===== src/rtl/seq_signed_divider_pkg.sv =====
// Shared arithmetic definitions for the lab datapath: FSM encoding, default width
// and the two's-complement magnitude helper also used by the Booth multiplier.
package seq_signed_divider_pkg;

    localparam int DEFAULT_WIDTH = 4;
    localparam int MAX_WIDTH     = 32;

    typedef enum logic [1:0] {
        IDLE = 2'b00,
        CAL  = 2'b01,
        FIN  = 2'b10
    } state_t;

    // Callers sign-extend into MAX_WIDTH bits and size-cast the result back down.
    function automatic logic [MAX_WIDTH-1:0] magnitude(input logic [MAX_WIDTH-1:0] val);
        return val[MAX_WIDTH-1] ? (~val + MAX_WIDTH'(1)) : val;
    endfunction

endpackage


===== src/rtl/seq_signed_divider_if.sv =====
// Start-pulse handshake and result bus shared by the sequential divider and multiplier.
interface seq_signed_divider_if
    import seq_signed_divider_pkg::*;
#(
    parameter int WIDTH = DEFAULT_WIDTH
);
    logic             start;
    logic [WIDTH-1:0] a;
    logic [WIDTH-1:0] b;
    logic [WIDTH-1:0] q;
    logic [WIDTH-1:0] r;
    logic             done;
    logic             busy;
    logic             dz;

    modport master (output start, a, b, input q, r, done, busy, dz);
    modport slave  (input start, a, b, output q, r, done, busy, dz);
endinterface


===== src/rtl/seq_signed_divider_step.sv =====
// One combinational restoring-division step on unsigned magnitudes.
module div_restore_step
    import seq_signed_divider_pkg::*;
#(
    parameter int WIDTH = DEFAULT_WIDTH
) (
    input  logic [WIDTH:0] i_rem,
    input  logic           i_bit,
    input  logic [WIDTH:0] i_dvs,
    output logic [WIDTH:0] o_rem,
    output logic           o_qBit
);
    logic [WIDTH+1:0] w_trial;

    // One extra bit on the trial subtraction exposes the borrow as the sign.
    assign w_trial = {i_rem, i_bit} - {1'b0, i_dvs};
    assign o_qBit  = ~w_trial[WIDTH+1];
    assign o_rem   = o_qBit ? w_trial[WIDTH:0] : {i_rem[WIDTH-1:0], i_bit};
endmodule


===== src/rtl/seq_signed_divider.sv =====
// Multi-cycle signed divider: restoring division on magnitudes, then sign correction.
module seq_signed_divider
    import seq_signed_divider_pkg::*;
#(
    parameter int WIDTH = DEFAULT_WIDTH
) (
    input  logic                 clk,
    input  logic                 rst_n,
    seq_signed_divider_if.slave  bus
);
    localparam int CNT_W = (WIDTH > 2) ? $clog2(WIDTH) : 1;

    state_t           r_state;
    logic [WIDTH-1:0] r_dvd;
    logic [WIDTH:0]   r_dvs;
    logic [WIDTH:0]   r_rem;
    logic [CNT_W-1:0] r_cnt;
    logic             r_signQ;
    logic             r_signR;
    logic             r_dzPend;
    logic [WIDTH-1:0] r_aRaw;
    logic [WIDTH-1:0] r_q;
    logic [WIDTH-1:0] r_r;
    logic             r_done;
    logic             r_busy;
    logic             r_dz;

    logic [WIDTH-1:0] w_aMag;
    logic [WIDTH:0]   w_bMag;
    logic [WIDTH:0]   w_nextRem;
    logic             w_qBit;

    // |most-negative| still fits: WIDTH bits unsigned for the dividend, WIDTH+1 for the divisor.
    assign w_aMag = WIDTH'(magnitude(MAX_WIDTH'(signed'(bus.a))));
    assign w_bMag = (WIDTH+1)'(magnitude(MAX_WIDTH'(signed'(bus.b))));

    div_restore_step #(.WIDTH(WIDTH)) u_step (
        .i_rem  (r_rem),
        .i_bit  (r_dvd[WIDTH-1]),
        .i_dvs  (r_dvs),
        .o_rem  (w_nextRem),
        .o_qBit (w_qBit)
    );

    always_ff @(posedge clk) begin
        if (!rst_n) begin
            r_state  <= IDLE;
            r_dvd    <= '0;
            r_dvs    <= '0;
            r_rem    <= '0;
            r_cnt    <= '0;
            r_signQ  <= 1'b0;
            r_signR  <= 1'b0;
            r_dzPend <= 1'b0;
            r_aRaw   <= '0;
            r_q      <= '0;
            r_r      <= '0;
            r_done   <= 1'b0;
            r_busy   <= 1'b0;
            r_dz     <= 1'b0;
        end else begin
            r_done <= 1'b0;
            case (r_state)
                IDLE: begin
                    if (bus.start) begin
                        r_dvd    <= w_aMag;
                        r_dvs    <= w_bMag;
                        r_signQ  <= bus.a[WIDTH-1] ^ bus.b[WIDTH-1];
                        r_signR  <= bus.a[WIDTH-1];
                        r_dzPend <= (bus.b == '0);
                        r_aRaw   <= bus.a;
                        r_rem    <= '0;
                        r_cnt    <= '0;
                        r_busy   <= 1'b1;
                        r_state  <= CAL;
                    end
                end
                CAL: begin
                    // Quotient bits shift into the vacated dividend positions.
                    r_rem <= w_nextRem;
                    r_dvd <= {r_dvd[WIDTH-2:0], w_qBit};
                    r_cnt <= r_cnt + 1'b1;
                    if (r_cnt == CNT_W'(WIDTH-1)) begin
                        r_state <= FIN;
                    end
                end
                FIN: begin
                    if (r_dzPend) begin
                        r_q <= '1;
                        r_r <= r_aRaw;
                    end else begin
                        r_q <= r_signQ ? -r_dvd : r_dvd;
                        r_r <= r_signR ? WIDTH'(-r_rem) : WIDTH'(r_rem);
                    end
                    r_dz    <= r_dzPend;
                    r_done  <= 1'b1;
                    r_busy  <= 1'b0;
                    r_state <= IDLE;
                end
                default: r_state <= IDLE;
            endcase
        end
    end

    assign bus.q    = r_q;
    assign bus.r    = r_r;
    assign bus.done = r_done;
    assign bus.busy = r_busy;
    assign bus.dz   = r_dz;
endmodule


===== src/flat_wrapper.sv =====
// flat-port wrapper written by rule: the top's interface ports become plain ports
module seq_signed_divider_flat import seq_signed_divider_pkg::*;
#(
    parameter int WIDTH = DEFAULT_WIDTH
)
  (clk, rst_n, bus_start, bus_a, bus_b, bus_q, bus_r, bus_done, bus_busy, bus_dz);
  seq_signed_divider_if #(.WIDTH(WIDTH)) bus_i ();
  input  logic clk;
  input  logic rst_n;
  input wire logic [$bits(bus_i.start)-1:0] bus_start;
  input wire logic [$bits(bus_i.a)-1:0] bus_a;
  input wire logic [$bits(bus_i.b)-1:0] bus_b;
  output wire logic [$bits(bus_i.q)-1:0] bus_q;
  output wire logic [$bits(bus_i.r)-1:0] bus_r;
  output wire logic [$bits(bus_i.done)-1:0] bus_done;
  output wire logic [$bits(bus_i.busy)-1:0] bus_busy;
  output wire logic [$bits(bus_i.dz)-1:0] bus_dz;
  assign bus_i.start = bus_start;
  assign bus_i.a = bus_a;
  assign bus_i.b = bus_b;
  assign bus_q = bus_i.q;
  assign bus_r = bus_i.r;
  assign bus_done = bus_i.done;
  assign bus_busy = bus_i.busy;
  assign bus_dz = bus_i.dz;
  seq_signed_divider #(.WIDTH(WIDTH)) u_core (.clk(clk), .rst_n(rst_n), .bus(bus_i));
endmodule

===== config.mk =====
export PLATFORM = sky130hd
export DESIGN_NAME = seq_signed_divider_flat
export DESIGN_NICKNAME = d
export VERILOG_FILES = /design/src/rtl/seq_signed_divider_pkg.sv /design/src/rtl/seq_signed_divider_if.sv /design/src/rtl/seq_signed_divider_step.sv /design/src/rtl/seq_signed_divider.sv /design/src/flat_wrapper.sv
export SDC_FILE = /design/constraint.sdc
export NUM_CORES = 1
export LEC_CHECK = 0
export CORE_ASPECT_RATIO = 2
export CORE_MARGIN = 2
export CORE_UTILIZATION = 35
export DETAILED_ROUTE_END_ITERATION = 7
export GPL_ROUTABILITY_DRIVEN = 0
export GPL_TIMING_DRIVEN = 0
export SLEW_MARGIN = 0
export SYNTH_ARGS = -nofsm -noshare
export SYNTH_HDL_FRONTEND = slang
export SYNTH_SLANG_ARGS = --single-unit

===== constraint.sdc =====
create_clock -name clk -period 3.3 [get_ports clk]
set_clock_uncertainty 0.2 [all_clocks]
set_input_delay 0.66 -clock clk [delete_from_list [all_inputs] [get_ports clk]]
set_output_delay 0.66 -clock clk [all_outputs]
set_load 0.005 [all_outputs]

==> metrics.md <==
| Metric | Value |
|---|---|
| Largest area contributor in the netlist | sky130_fd_sc_hd__dfxtp_1 |
| Antenna Diode Count | 0 |
| Transition time of the tightest slew-check pin | 0.573 ns |
| Layout cell share with drive strength beyond 1 | 0.0697 |
| Fill cell instance count of the final layout | 520 |
| Growth of design area from synthesis to finish | 22.0% |
| Floorplan core area | 5090 µm² |
| Area share of the leading cell type in the synthesized netlist | 0.385 |
| Status | finished, final reports clean |
| Count of cell types in the netlist | 48 |
| Top-count cell post-synth | sky130_fd_sc_hd__dfxtp_1 |
| # resized after CTS | 0 |
| Via density per instance | 5.22 |
| Clk Tree Root Cell | sky130_fd_sc_hd__clkbuf_8 |
| Total power | 1100 µW |
| Cell area after technology mapping | 1820 µm² |
| Signal arrival time at the worst endpoint | 2.33 ns |
| CP cell instances | ha_1 -> a21oi_1 -> nand3b_1 -> o211ai_4 -> mux2_2 -> o21ai_1 |
| Synth area leaders | sky130_fd_sc_hd__dfxtp_1 (38%), sky130_fd_sc_hd__ha_1 (6.9%), sky130_fd_sc_hd__nand2_1 (6.4%) |
| Clock sink count | 35 |
| Vias | 1576 |
| HPWL after DPL | 3280 µm |
| Total clock buffers created by CTS | 5 |
| Final Net Count | 265 |
| Critical path capture point type | register |
| Post-route setup TNS | 0 ns |
| Final worst hold slack | 0.256 ns |
| Clock latency on the worst-skew pair | 0.29 ns |
| Post-CTS Setup Repair Bufs | 0 |
| Number of flops mapped to enable cells by yosys | 0 |
| Slowest-stage cell, CP | sky130_fd_sc_hd__dfxtp_1 |
| Fraction of the cycle the final worst path needs | 0.701 |
| Worst path top cell family by delay | compound AO/OA/AOI/OAI gates |
| RSZ-0062 raised after global routing | no |
| Wire length of the first global-routing pass | 7020 µm |
| Worst relative slew slack | 0.617 |
| Commonest cells in the netlist | sky130_fd_sc_hd__dfxtp_1 (35), sky130_fd_sc_hd__nand2_1 (31), sky130_fd_sc_hd__nor2_1 (21) |
| Post-synth ARST share | 0 |
| Clock slew seen by the registers of the worst setup and hold paths | 0.08 ns |
| Number of global-route vias before repair | 1548 |
| Post-Syn Nets | 237 |
| Setup crit start kind | register |
| Total DRC errors in the routed layout | 0 |
| Maximum fanout count along the critical path | 7 |
| Congestion Overflow GR | 0 |
| Synth Register Bits | 35 |
| Worst ir drop on vdd | 0.000424 V |
| Worst-case clock buffer depth | 2 |
| Initial antenna violation count | 0 |
| Initial core utilization | 0.357 |
| Overall routing resource usage | 0.164 |
| Count of synthesis-stage warnings from yosys | 0 |
| Static Leakage | 0.000830 µW |
| Floorplan row count | 37 |
| Gate count of the mapped netlist | 215 |
| Count of buffers inserted at the top-level ports | 21 |
| Synthesized area per cell | 8.47 µm² |
| Fraction of the yosys area taken by sequential cells | 0.385 |
| Average wire length per cell after detail routing | 13.6 µm |
| DRC violation total after the first TritonRoute iteration | 39 |
| Total die area | 5830 µm² |
| Maximum capacitance violations | 0 |
| Minimum clock period | 2.31 ns |
| Number of nets with antenna violations after routing | 0 |
| Buf/Inv on CP | 0 |
| Critical path start-end classification | register to register |
| Req. time, crit path | 3.32 ns |
| Delay of the slowest cell on the worst path | 0.47 ns |
| I/O pins | 22 |
| Ys flop type | sky130_fd_sc_hd__dfxtp_1 |
| Final WL | 4120 µm |
| Die Ht | 106 µm |
| TritonCTS clock tree | built |
| Detailed-routing iteration count for the pre-antenna-repair pass | 5 |
| Highest achievable clock rate | 432 MHz |
| Worst min-delay path category | register to register |
| Chip Width | 55.0 µm |
| Total setup violations reported at the end of the flow | 0 |
| Final Hold Violating Endpoints | 0 |
| Number of max-slew violations in the final report | 0 |
| Maximum level of the CTS H-tree | 2 |
| Post-cts hold buffer count | 0 |
| Ratio of total power to cell area | 495 nW/µm² |
| Largest net degree at the start of global routing | 12 |
-- final cells by class --
class	count	area [µm²]	area share
timing repair buffer	21	210	0.0946
tap	58	72.6	0.0327
inverter	17	63.8	0.0287
buffer	6	27.5	0.0124
clock buffer	6	82.6	0.0372
multi-input combinational	157	1030	0.463
clock inverter	2	35.0	0.0158
sequential	35	701	0.315
-- sequential cells by signal, summed over array words and instances, names as in the netlist --
| register | cells |
|---|---|
| u_core.bus.done | 1 |
| u_core.bus.busy | 1 |
| u_core.bus.q | 4 |
| u_core.r_rem | 5 |
| u_core.bus.dz | 1 |
| u_core.r_dvd | 4 |
| u_core.r_dzPend | 1 |
| u_core.r_dvs | 5 |
| u_core.r_aRaw | 4 |
| u_core.r_state | 2 |
| u_core.r_cnt | 2 |
| u_core.r_signQ | 1 |
| u_core.bus.r | 4 |
-- layout by cell type (no fill, tap or decap), types with 2 or more instances in the layout --
cell,instances
sky130_fd_sc_hd__mux2_2,2
sky130_fd_sc_hd__dfxtp_1,35
sky130_fd_sc_hd__a211oi_1,6
sky130_fd_sc_hd__clkbuf_1,3
sky130_fd_sc_hd__nand2_1,31
sky130_fd_sc_hd__mux2i_1,6
sky130_fd_sc_hd__nand3b_1,2
sky130_fd_sc_hd__nand3_1,3
sky130_fd_sc_hd__inv_1,16
sky130_fd_sc_hd__clkbuf_8,6
sky130_fd_sc_hd__nor2_1,21
sky130_fd_sc_hd__a21oi_1,16
sky130_fd_sc_hd__a222oi_1,4
sky130_fd_sc_hd__xnor2_1,8
sky130_fd_sc_hd__nand2b_1,3
sky130_fd_sc_hd__clkdlybuf4s50_1,21
sky130_fd_sc_hd__o21ai_1,4
sky130_fd_sc_hd__ha_1,10
sky130_fd_sc_hd__nor2b_1,5
sky130_fd_sc_hd__nor3_1,3
sky130_fd_sc_hd__o21ai_0,7
sky130_fd_sc_hd__o31ai_1,2
-- worst register-to-register path, cell delays in order (launching register included) --
cell and delay, ns:
sky130_fd_sc_hd__dfxtp_1 0.47, sky130_fd_sc_hd__ha_1 0.35, sky130_fd_sc_hd__a21oi_1 0.27, sky130_fd_sc_hd__nand3b_1 0.17, sky130_fd_sc_hd__o211ai_4 0.31, sky130_fd_sc_hd__mux2_2 0.38, sky130_fd_sc_hd__o21ai_1 0.10
-- report_power, final --
part           switching, µW  leakage (µW)  total, µW  internal, µW
clock network            151     0.0000612        396           244
registers               23.4      0.000285        466           443
logic                    123      0.000484        236           114
-- stage by stage --
stage / utilization / cells / setup slack [ns] / instance area [µm²]
after detailed placement: 0.413 / 294 / 0.772 / 2100
final: 0.436 / 302 / 0.987 / 2220
after global routing: 0.436 / 302 / 0.874 / 2220
after floorplan: - / 215 / 1.30 / 1820
after CTS: 0.436 / 302 / 1.02 / 2220
after global placement: 0.413 / 294 / 0.760 / 2100
-- metal layers --
metal	up-vias	wire, µm	GRT usage
li1	818	-	-
met1	722	1550	0.167
met2	24	2310	0.294
met3	12	81	0.0267
met4	0	170	0.0889
met5	-	0	0
-- cells by family (layout without fill, tap and decap cells) --
group	after synthesis	in the layout	share of synthesized area
buffers and inverters	23	52	0.0502
flip-flops	35	35	0.385
AO/OA/AOI/OAI	54	54	0.206
multiplexers	8	8	0.0454
AND/OR/NAND/NOR	76	76	0.196
adder cells (fa/ha/maj)	11	11	0.0797
XOR/XNOR	8	8	0.0385
-- worst paths after layout --
kind	start	endpoint	slack, ns	cells past startpoint
worst max-delay path	u_core.r_rem[2]$_SDFFE_PN0P_	u_core.r_rem[0]$_SDFFE_PN0P_	0.99	6
worst min-delay path	u_core.bus.r[3]$_SDFFE_PN0P_	u_core.bus.r[3]$_SDFFE_PN0P_	0.26	2
worst max register to register	u_core.r_rem[2]$_SDFFE_PN0P_	u_core.r_rem[0]$_SDFFE_PN0P_	0.99	6
worst min register to register	u_core.bus.r[3]$_SDFFE_PN0P_	u_core.bus.r[3]$_SDFFE_PN0P_	0.26	2
(Power assumes the default switching activity.)
